--- src/rtl/inst_arbiter_pkg.sv ---
// Shared definitions for the instruction-bus arbiter and the sequencer-side code:
// default word widths and the index-width helper.
package inst_arbiter_pkg;

    localparam int unsigned INST_WIDTH_DEF = 12;
    localparam int unsigned WEN_WIDTH_DEF  = 8;

    // Bits needed to index n items, never less than one.
    function automatic int unsigned clog2_min1(input int unsigned n);
        int unsigned r;
        r = 0;
        while ((64'd1 << r) < 64'(n)) r = r + 1;
        return (r == 0) ? 1 : r;
    endfunction

endpackage

--- src/rtl/inst_arbiter_if.sv ---
// Requester-side handshake and issued-instruction bus of inst_arbiter.
// The sequencers drive through master; the arbiter uses slave.
interface inst_arbiter_if
    import inst_arbiter_pkg::*;
#(
    parameter int unsigned NUM_REQ    = 2,
    parameter int unsigned INST_WIDTH = INST_WIDTH_DEF,
    parameter int unsigned WEN_WIDTH  = WEN_WIDTH_DEF
);
    localparam int unsigned GW = clog2_min1(NUM_REQ);

    logic [NUM_REQ*INST_WIDTH-1:0] req_inst;
    logic [NUM_REQ*WEN_WIDTH-1:0]  req_wen;
    logic [NUM_REQ-1:0]            req_valid;
    logic [NUM_REQ-1:0]            req_ready;
    logic [INST_WIDTH-1:0]         oreg;
    logic [WEN_WIDTH-1:0]          oreg_wen;
    logic [GW-1:0]                 grant_id;
    logic                          busy;

    modport master (
        output req_inst, req_wen, req_valid,
        input  req_ready, oreg, oreg_wen, grant_id, busy
    );

    modport slave (
        input  req_inst, req_wen, req_valid,
        output req_ready, oreg, oreg_wen, grant_id, busy
    );

endinterface

--- src/rtl/inst_arbiter_rr_pick.sv ---
// Combinational winner picker: first full slot after the pointer, wrapping.
// Define INST_ARB_FIXED_PRIO_EN for lowest-index-wins with a frozen pointer.
module inst_arbiter_rr_pick
    import inst_arbiter_pkg::*;
#(
    parameter int unsigned NUM_REQ = 2
) (
    input  logic [NUM_REQ-1:0]               full_i,
    input  logic [clog2_min1(NUM_REQ)-1:0]   ptr_i,
    output logic [NUM_REQ-1:0]               gnt_o,
    output logic [clog2_min1(NUM_REQ)-1:0]   idx_o,
    output logic                             any_o,
    output logic [clog2_min1(NUM_REQ)-1:0]   ptr_o
);
    localparam int unsigned GW = clog2_min1(NUM_REQ);

`ifdef INST_ARB_FIXED_PRIO_EN
    always_comb begin
        gnt_o = '0;
        idx_o = '0;
        any_o = 1'b0;
        ptr_o = ptr_i;
        for (int unsigned i = 0; i < NUM_REQ; i++) begin
            if (!any_o && full_i[i]) begin
                any_o    = 1'b1;
                gnt_o[i] = 1'b1;
                idx_o    = GW'(i);
            end
        end
    end
`else
    logic [GW-1:0] pos;

    always_comb begin
        gnt_o = '0;
        idx_o = '0;
        any_o = 1'b0;
        ptr_o = ptr_i;
        pos   = '0;
        // Scan ptr+1 .. ptr+NUM_REQ so the last winner is considered last.
        for (int unsigned k = 1; k <= NUM_REQ; k++) begin
            pos = GW'((32'(ptr_i) + k) % NUM_REQ);
            if (!any_o && full_i[pos]) begin
                any_o      = 1'b1;
                gnt_o[pos] = 1'b1;
                idx_o      = pos;
            end
        end
        if (any_o) ptr_o = idx_o;
    end
`endif

endmodule

--- src/rtl/inst_arbiter.sv ---
// Shares the peripheral instruction bus between NUM_REQ sequencers through
// one-entry holding slots and a registered issue stage.
module inst_arbiter
    import inst_arbiter_pkg::*;
#(
    parameter int unsigned NUM_REQ    = 2,
    parameter int unsigned INST_WIDTH = INST_WIDTH_DEF,
    parameter int unsigned WEN_WIDTH  = WEN_WIDTH_DEF
) (
    input  logic         clock,
    input  logic         reset,
    inst_arbiter_if.slave bus
);
    localparam int unsigned GW = clog2_min1(NUM_REQ);

    logic [NUM_REQ-1:0]    full_q, full_d;
    logic [INST_WIDTH-1:0] inst_q [NUM_REQ];
    logic [INST_WIDTH-1:0] inst_d [NUM_REQ];
    logic [WEN_WIDTH-1:0]  wen_q  [NUM_REQ];
    logic [WEN_WIDTH-1:0]  wen_d  [NUM_REQ];
    logic [INST_WIDTH-1:0] oreg_q, oreg_d;
    logic [WEN_WIDTH-1:0]  oreg_wen_q, oreg_wen_d;
    logic [GW-1:0]         grant_q, grant_d;
    logic [GW-1:0]         ptr_q, ptr_d;

    logic [NUM_REQ-1:0]    gnt;
    logic [GW-1:0]         idx;
    logic                  any;

    inst_arbiter_rr_pick #(.NUM_REQ(NUM_REQ)) u_pick (
        .full_i (full_q),
        .ptr_i  (ptr_q),
        .gnt_o  (gnt),
        .idx_o  (idx),
        .any_o  (any),
        .ptr_o  (ptr_d)
    );

    always_comb begin
        full_d     = full_q;
        inst_d     = inst_q;
        wen_d      = wen_q;
        oreg_d     = oreg_q;
        oreg_wen_d = '0;
        grant_d    = grant_q;
        // Capture only into empty slots and drain only full ones, so the two
        // never meet on the same slot; a zero-enable word is taken and dropped.
        for (int unsigned i = 0; i < NUM_REQ; i++) begin
            if (gnt[i]) full_d[i] = 1'b0;
            if (bus.req_valid[i] && !full_q[i]) begin
                inst_d[i] = bus.req_inst[i*INST_WIDTH +: INST_WIDTH];
                wen_d[i]  = bus.req_wen[i*WEN_WIDTH +: WEN_WIDTH];
                full_d[i] = |bus.req_wen[i*WEN_WIDTH +: WEN_WIDTH];
            end
        end
        if (any) begin
            oreg_d     = inst_q[idx];
            oreg_wen_d = wen_q[idx];
            grant_d    = idx;
        end
    end

    always_ff @(posedge clock) begin
        if (reset) begin
            full_q     <= '0;
            oreg_q     <= '0;
            oreg_wen_q <= '0;
            grant_q    <= '0;
            ptr_q      <= GW'(NUM_REQ - 1);
        end else begin
            full_q     <= full_d;
            oreg_q     <= oreg_d;
            oreg_wen_q <= oreg_wen_d;
            grant_q    <= grant_d;
            ptr_q      <= ptr_d;
        end
    end

    // Slot payload is qualified by full_q, so it needs no reset.
    always_ff @(posedge clock) begin
        inst_q <= inst_d;
        wen_q  <= wen_d;
    end

    assign bus.req_ready = ~full_q;
    assign bus.oreg      = oreg_q;
    assign bus.oreg_wen  = oreg_wen_q;
    assign bus.grant_id  = grant_q;
    assign bus.busy      = (|full_q) | (|oreg_wen_q);

endmodule

--- src/flat_wrapper.sv ---
// flat-port wrapper written by rule: the top's interface ports become plain ports
module inst_arbiter_flat import inst_arbiter_pkg::*;
#(
    parameter int unsigned NUM_REQ    = 2,
    parameter int unsigned INST_WIDTH = INST_WIDTH_DEF,
    parameter int unsigned WEN_WIDTH  = WEN_WIDTH_DEF
)
  (clock, reset, bus_req_inst, bus_req_wen, bus_req_valid, bus_req_ready, bus_oreg, bus_oreg_wen, bus_grant_id, bus_busy);
  inst_arbiter_if #(.NUM_REQ(NUM_REQ), .INST_WIDTH(INST_WIDTH), .WEN_WIDTH(WEN_WIDTH)) bus_i ();
  input  logic clock;
  input  logic reset;
  input wire logic [$bits(bus_i.req_inst)-1:0] bus_req_inst;
  input wire logic [$bits(bus_i.req_wen)-1:0] bus_req_wen;
  input wire logic [$bits(bus_i.req_valid)-1:0] bus_req_valid;
  output wire logic [$bits(bus_i.req_ready)-1:0] bus_req_ready;
  output wire logic [$bits(bus_i.oreg)-1:0] bus_oreg;
  output wire logic [$bits(bus_i.oreg_wen)-1:0] bus_oreg_wen;
  output wire logic [$bits(bus_i.grant_id)-1:0] bus_grant_id;
  output wire logic [$bits(bus_i.busy)-1:0] bus_busy;
  assign bus_i.req_inst = bus_req_inst;
  assign bus_i.req_wen = bus_req_wen;
  assign bus_i.req_valid = bus_req_valid;
  assign bus_req_ready = bus_i.req_ready;
  assign bus_oreg = bus_i.oreg;
  assign bus_oreg_wen = bus_i.oreg_wen;
  assign bus_grant_id = bus_i.grant_id;
  assign bus_busy = bus_i.busy;
  inst_arbiter #(.NUM_REQ(NUM_REQ), .INST_WIDTH(INST_WIDTH), .WEN_WIDTH(WEN_WIDTH)) u_core (.clock(clock), .reset(reset), .bus(bus_i));
endmodule
--- config.mk ---
export PLATFORM = sky130hd
export DESIGN_NAME = inst_arbiter_flat
export DESIGN_NICKNAME = d
export VERILOG_FILES = /design/src/rtl/inst_arbiter_pkg.sv /design/src/rtl/inst_arbiter_if.sv /design/src/rtl/inst_arbiter_rr_pick.sv /design/src/rtl/inst_arbiter.sv /design/src/flat_wrapper.sv
export SDC_FILE = /design/constraint.sdc
export NUM_CORES = 1
export LEC_CHECK = 0
export CORE_MARGIN = 2
export CORE_UTILIZATION = 25
export CTS_BUF_LIST = sky130_fd_sc_hd__clkbuf_2 sky130_fd_sc_hd__clkbuf_4 sky130_fd_sc_hd__clkbuf_8
export CTS_CLUSTER_DIAMETER = 60
export DETAILED_ROUTE_END_ITERATION = 12
export GPL_ROUTABILITY_DRIVEN = 0
export GPL_TIMING_DRIVEN = 1
export SLEW_MARGIN = 20
export SYNTH_ARGS = -nofsm -noshare
export SYNTH_HDL_FRONTEND = slang
export SYNTH_SLANG_ARGS = --single-unit
--- constraint.sdc ---
create_clock -name clock -period 4.6 [get_ports clock]
set_input_delay 1.15 -clock clock [delete_from_list [all_inputs] [get_ports clock]]
set_output_delay 1.15 -clock clock [all_outputs]
set_load 0.01 [all_outputs]
### Word level (Yosys, flattened, before mapping)

Cells that the tools add are included.

| word-level totals | value |
|---|---|
| bits in registers | 64 |
| output and inout port bits | 24 |
| input port bits | 44 |

| cells by class | value |
|---|---|
| mux-type cells | 24 |
| magnitude comparators | 5 |
| $add $sub $neg | 2 |
| reduce and logical (&&, ||, !) cells | 15 |
| bitwise logic cells | 5 |

Operators by type and width:

| operator | count |
|---|---|
| $mux W12 | 3 |
| $mux W8 | 3 |
| $reduce_or A8 Y1 | 3 |
| $mux W1 | 14 |
| $logic_and A1 B1 Y1 | 5 |
| $lt A1 B2 Y1 const B | 2 |
| $mux W2 | 2 |
| $reduce_bool A2 Y1 | 2 |
| $reduce_or A2 Y1 | 2 |
| $logic_not A1 Y1 | 3 |
| $add A1 B1 Y1 const B | 2 |
| $demux W1 S1 | 2 |
| $ge A1 B1 Y1 const B | 2 |
| $ge A2 B2 Y1 const B | 1 |
| $not A1 Y2 | 1 |
| $not A2 Y2 | 1 |
| $or A2 B2 Y2 | 1 |
| $not A1 Y1 | 1 |
| $or A1 B1 Y1 | 1 |

### Logic depth before layout (Yosys ltp)

| logic depth | value |
|---|---|
| depth in word-level cells | 11 |
| mapped depth | 5 |
| gate-level depth less buffers | 3 |

### Hierarchy

From an unflattened synthesis, not the netlist that was laid out.

| second synthesis, totals | value |
|---|---|
| cells, all modules | 154 |
| area, all modules | 2283.4 um2 |

By module, submodules not included:

| module | area each (um2) | seq. area each (um2) | instances | cells an instance |
|---|---|---|---|---|
| inst_arbiter | 2240.9 | 1681.6 | 1 | 147 |
| inst_arbiter_rr_pick | 42.5 | 0.0 | 1 | 7 |

### Worst setup path before layout

Ideal clock, no wire load.

| timing path | value |
|---|---|
| path kind | input -> register |
| start | input bus_req_valid[0] |
| end | register u_core.inst_q[12] (netlist bit) (enable) |
| data arrival time | 2.110 ns |
| cell stages on the path | 1 |
| setup time | 0.400 ns |
| required time | 4.200 ns |
| setup slack | 2.090 ns |
| path buffers | 0 |
| path through | nor2b_1 |

| between the ends | value |
|---|---|
| cells in the longest elaborated chain, start to end | 1 |

RTL lines:

| what | RTL line | source |
|---|---|---|
| start: declaration | flat_wrapper.sv:14 | `input wire logic [$bits(bus_i.req_valid)-1:0] bus_req_valid;` |
| $logic_and A1 B1 Y1 | inst_arbiter.sv:50 | `if (bus.req_valid[i] && !full_q[i]) begin` |
| end signal: assignment | inst_arbiter.sv:81 | `inst_q <= inst_d;` |
| end: declaration | inst_arbiter.sv:17 | `logic [INST_WIDTH-1:0] inst_q [NUM_REQ];` |

No other way between the ends.
A chain may end at the register's enable or synchronous reset.

### Final worst setup path

| timing path | value |
|---|---|
| start | register u_core.oreg_wen_q[0], in the netlist u_core.bus.oreg_wen[0] |
| end | output bus_busy |

| between the ends | value |
|---|---|
| cells in the longest elaborated chain, start to end | 2 |

RTL lines:

| what | RTL line | source |
|---|---|---|
| start: declaration | inst_arbiter.sv:22 | `logic [WEN_WIDTH-1:0] oreg_wen_q, oreg_wen_d;` |
| start signal: assignment | inst_arbiter.sv:73 | `oreg_wen_q <= oreg_wen_d;` |
| $reduce_or A8 Y1 | inst_arbiter.sv:89 | `assign bus.busy = (\|full_q) \| (\|oreg_wen_q);` |
| $or A1 B1 Y1 | inst_arbiter.sv:89 |  |
| end: declaration | flat_wrapper.sv:19 | `output wire logic [$bits(bus_i.busy)-1:0] bus_busy;` |

No other way between the ends.

==> metrics.csv <==
stage,metric,value,unit
sta,"Hold Vio Cnt, Final",0,
critical_path,WS Path Type,flop to primary output,
critical_path,RR Startpoint,u_core.full_q[0],
critical_path,Worst Setup Start Kind,flop,
global_route,vias in the first global route,1555,
detailed_routing,Post-DRT Antenna Nets,0,
logic_synthesis,syn nets,200,
logic_synthesis,ys flop type,edfxtp_1,
floorplanning,I/O pin total,68,
min_path,Hold Crit Start,u_core.bus.oreg[5],
pwr,combinational share of power,11.3,%
detailed_routing,Detail Route met2 WL,2.43,mm
floorplanning,# rows,34,
logic_synthesis,average cell area after synthesis,14.2,µm²
floorplanning,die height,98.1,µm
outcome,status,finished clean,
cells_and_area,share of the core filled with cells,36.8,%
logic_synthesis,Yosys Warn Count,0,
floorplanning,initial core utilization,25.6,%
clock_tree,CTS Hold Bufs,0,
clock_tree,cts repair resizes,0,
global_route,largest net degree at the start of global routing,22,
cells_and_area,multi-input logic area,488,µm²
detailed_routing,routed length on met1,2.09,mm
detailed_routing,via count,1419,
sta,setup violators final,0,
logic_synthesis,"flops & latches, synth",64,
pwr,Clock power frac,36.1,%
detailed_routing,DRC,0,
cells_and_area,share of post-route cells with drive strength above 1,8.58,%
detailed_routing,met3 routed WL,401,µm
clock_tree,clock sink total,64,
critical_path,"critical path fanouts, max",2,
clock_tree,TritonCTS buffer count,9,
detailed_routing,mean routed wirelength per cell,14.6,µm
flow_run,max-cap viol count,0,
detailed_routing,drt first pass iters,4,
pwr,cell area power density,401,mW/mm²
pwr,maximum vdd ir drop,142,µV
logic_synthesis,Netlist cell types,24,
clock_tree,Root Driver,clkbuf_8,
cells_and_area,Total Nets Final,272,
clock_tree,worst skew pair latency,0.34,ns
global_route,first-pass GRT wire length,7.71,mm
logic_synthesis,Post-Syn Instances,156,
floorplanning,Die X,98.1,µm
critical_path,Worst EP arrival,1.59,ns
min_path,Hold Crit Class,flop to flop,
global_route,Tot GR Track Use,10.9,%
detailed_routing,Via density,4.16,
cells_and_area,"most common cell after layout, fill and taps aside",clkdlybuf4s50_1,
clock_tree,Clock Tree Buf Depth,2,
place,port bufs,67,
floorplanning,core area,0.00864,mm²
sta,Fmax achieved,365,MHz
cells_and_area,register area,0.00168,mm²
detailed_routing,first-iteration detailed-routing DRC count,35,
sta,skew final,0.00833,ns
critical_path,CP endpoint kind,primary output,
clock_tree,CTS tree,built,
global_route,antenna violations before repair,0,
logic_synthesis,Synth async-reset ratio,0,%
pwr,Net Sw Power,288,µW
clock_tree,H-tree depth,3,
place,Placed Area,0.00298,mm²
floorplanning,die area,0.00962,mm²
pwr,switching share of power,22.6,%
sta,transition time of the tightest slew-check pin,0.942,ns
critical_path,Critical Path Start,u_core.bus.oreg_wen[0],
cells_and_area,Filler cells,830,
clock_tree,Post-CTS Setup Inserts,0,
sta,crit share post-route,59.6,%
sta,RSZ-0062 raised after global routing,no,
pwr,Pleak,0.00116,µW
logic_synthesis,Synth Cell Area,0.00221,mm²
cells_and_area,most frequent cells in the layout,"clkdlybuf4s50_1, edfxtp_1, nand2_1, dfxtp_1, o21ai_0",
cells_and_area,area grow syn2layout,43.4,%
pwr,Reg power frac,52.6,%
logic_synthesis,Post-synth EDFFs,40,
place,DP Wirelength,3.46,mm
detailed_routing,Detailed Route WL,4.97,mm
clock_tree,clk slew on worst S/H paths,0.07,ns
sta,Max Transition Viols Final,0,
critical_path,CP required,3.45,ns
pwr,Internal,986,µW
sta,setup TNS,0,ns
sta,Max-slew headroom,37.2,%
sta,Period minus WS final,2.74,ns
detailed_routing,max layer used,met4,
global_route,GRT Residual Overflow,0,
logic_synthesis,share of the yosys chip area belonging to registers,76.0,%
cells_and_area,Ant. Diodes,0,
cells_and_area,fin area,0.00317,mm²
## logic make-up after synthesis
group                  Yosys count  share of synthesized area [%]
and+or+nand+nor                 44                           9.10
DFF                             64                           76.0
AOI/OAI and AO/OA               28                           6.95
buffers and inverters            8                           2.54
muxes                           12                           5.43
## metrics by stage
stage	setup slack [ns]	hold slack (ns)	power, µW	cells
4_1_cts	1.82	0.460	1290	341
6_report	1.86	0.455	1270	341
5_1_grt	1.64	0.481	1330	341
3_3_place_gp	1.71	0.438	825	325
3_5_place_dp	1.67	0.443	828	325
2_1_floorplan	2.09	0.471	739	156
## registers in the layout, indices dropped and copies added (netlist names)
| register | count |
|---|---|
| u_core.ptr_q | 1 |
| u_core.wen_q | 16 |
| u_core.full_q | 2 |
| u_core.inst_q | 24 |
| u_core.bus.grant_id | 1 |
| u_core.bus.oreg | 12 |
| u_core.bus.oreg_wen | 8 |
## cells in the mapped netlist (2+ instances only)
library cell / count / area share, %
o21ai_1: 2 / 0.45
nand2_1: 29 / 4.9
mux2i_1: 12 / 5.4
a21oi_1: 10 / 2.3
nor4_1: 2 / 0.57
nor2_1: 2 / 0.34
o21ai_0: 13 / 2.9
buf_2: 2 / 0.45
dfxtp_1: 24 / 22
or4_1: 4 / 1.4
inv_1: 2 / 0.34
edfxtp_1: 40 / 54
buf_6: 3 / 1.5
## per-layer routing
metal	vias to the layer above	track usage, %
li1	708	-
met1	655	12.1
met2	52	17.9
met3	4	5.87
met4	0	3.53
met5	-	0
## cell type report
| type | count | share of cell area (%) |
|---|---|---|
| clock buffer | 10 | 4.14 |
| sequential | 64 | 53.0 |
| inverter | 2 | 0.237 |
| multi-input combinational | 84 | 15.4 |
| timing repair buffer | 67 | 21.1 |
| clock inverter | 6 | 1.89 |
| tap | 108 | 4.26 |
## critical path, cell delays in order (launching register included)
cell	delay, ns
dfxtp_1	0.32
nor4_1	0.30
nand3_1	0.13
clkdlybuf4s50_1	0.51
## path summary, 6_finish.rpt
kind / to / slack (ns) / depth (start not counted)
worst max register to register: u_core.bus.oreg[9] / 3.00 / 3
worst min-delay path: u_core.bus.oreg[5] / 0.46 / 2
worst max-delay path: bus_busy / 1.86 / 3
worst min register to register: u_core.bus.oreg[5] / 0.46 / 2
## power by group through the flow
stage          registers [µW]  logic [µW]  clock network, µW
2_1_floorplan             685        53.8                  0
3_3_place_gp              681         144                  0
3_5_place_dp              682         146                  0
4_1_cts                   670         147                476
5_1_grt                   673         158                503
6_report                  670         144                460
No activity file was read; power rests on OpenSTA's default activity.
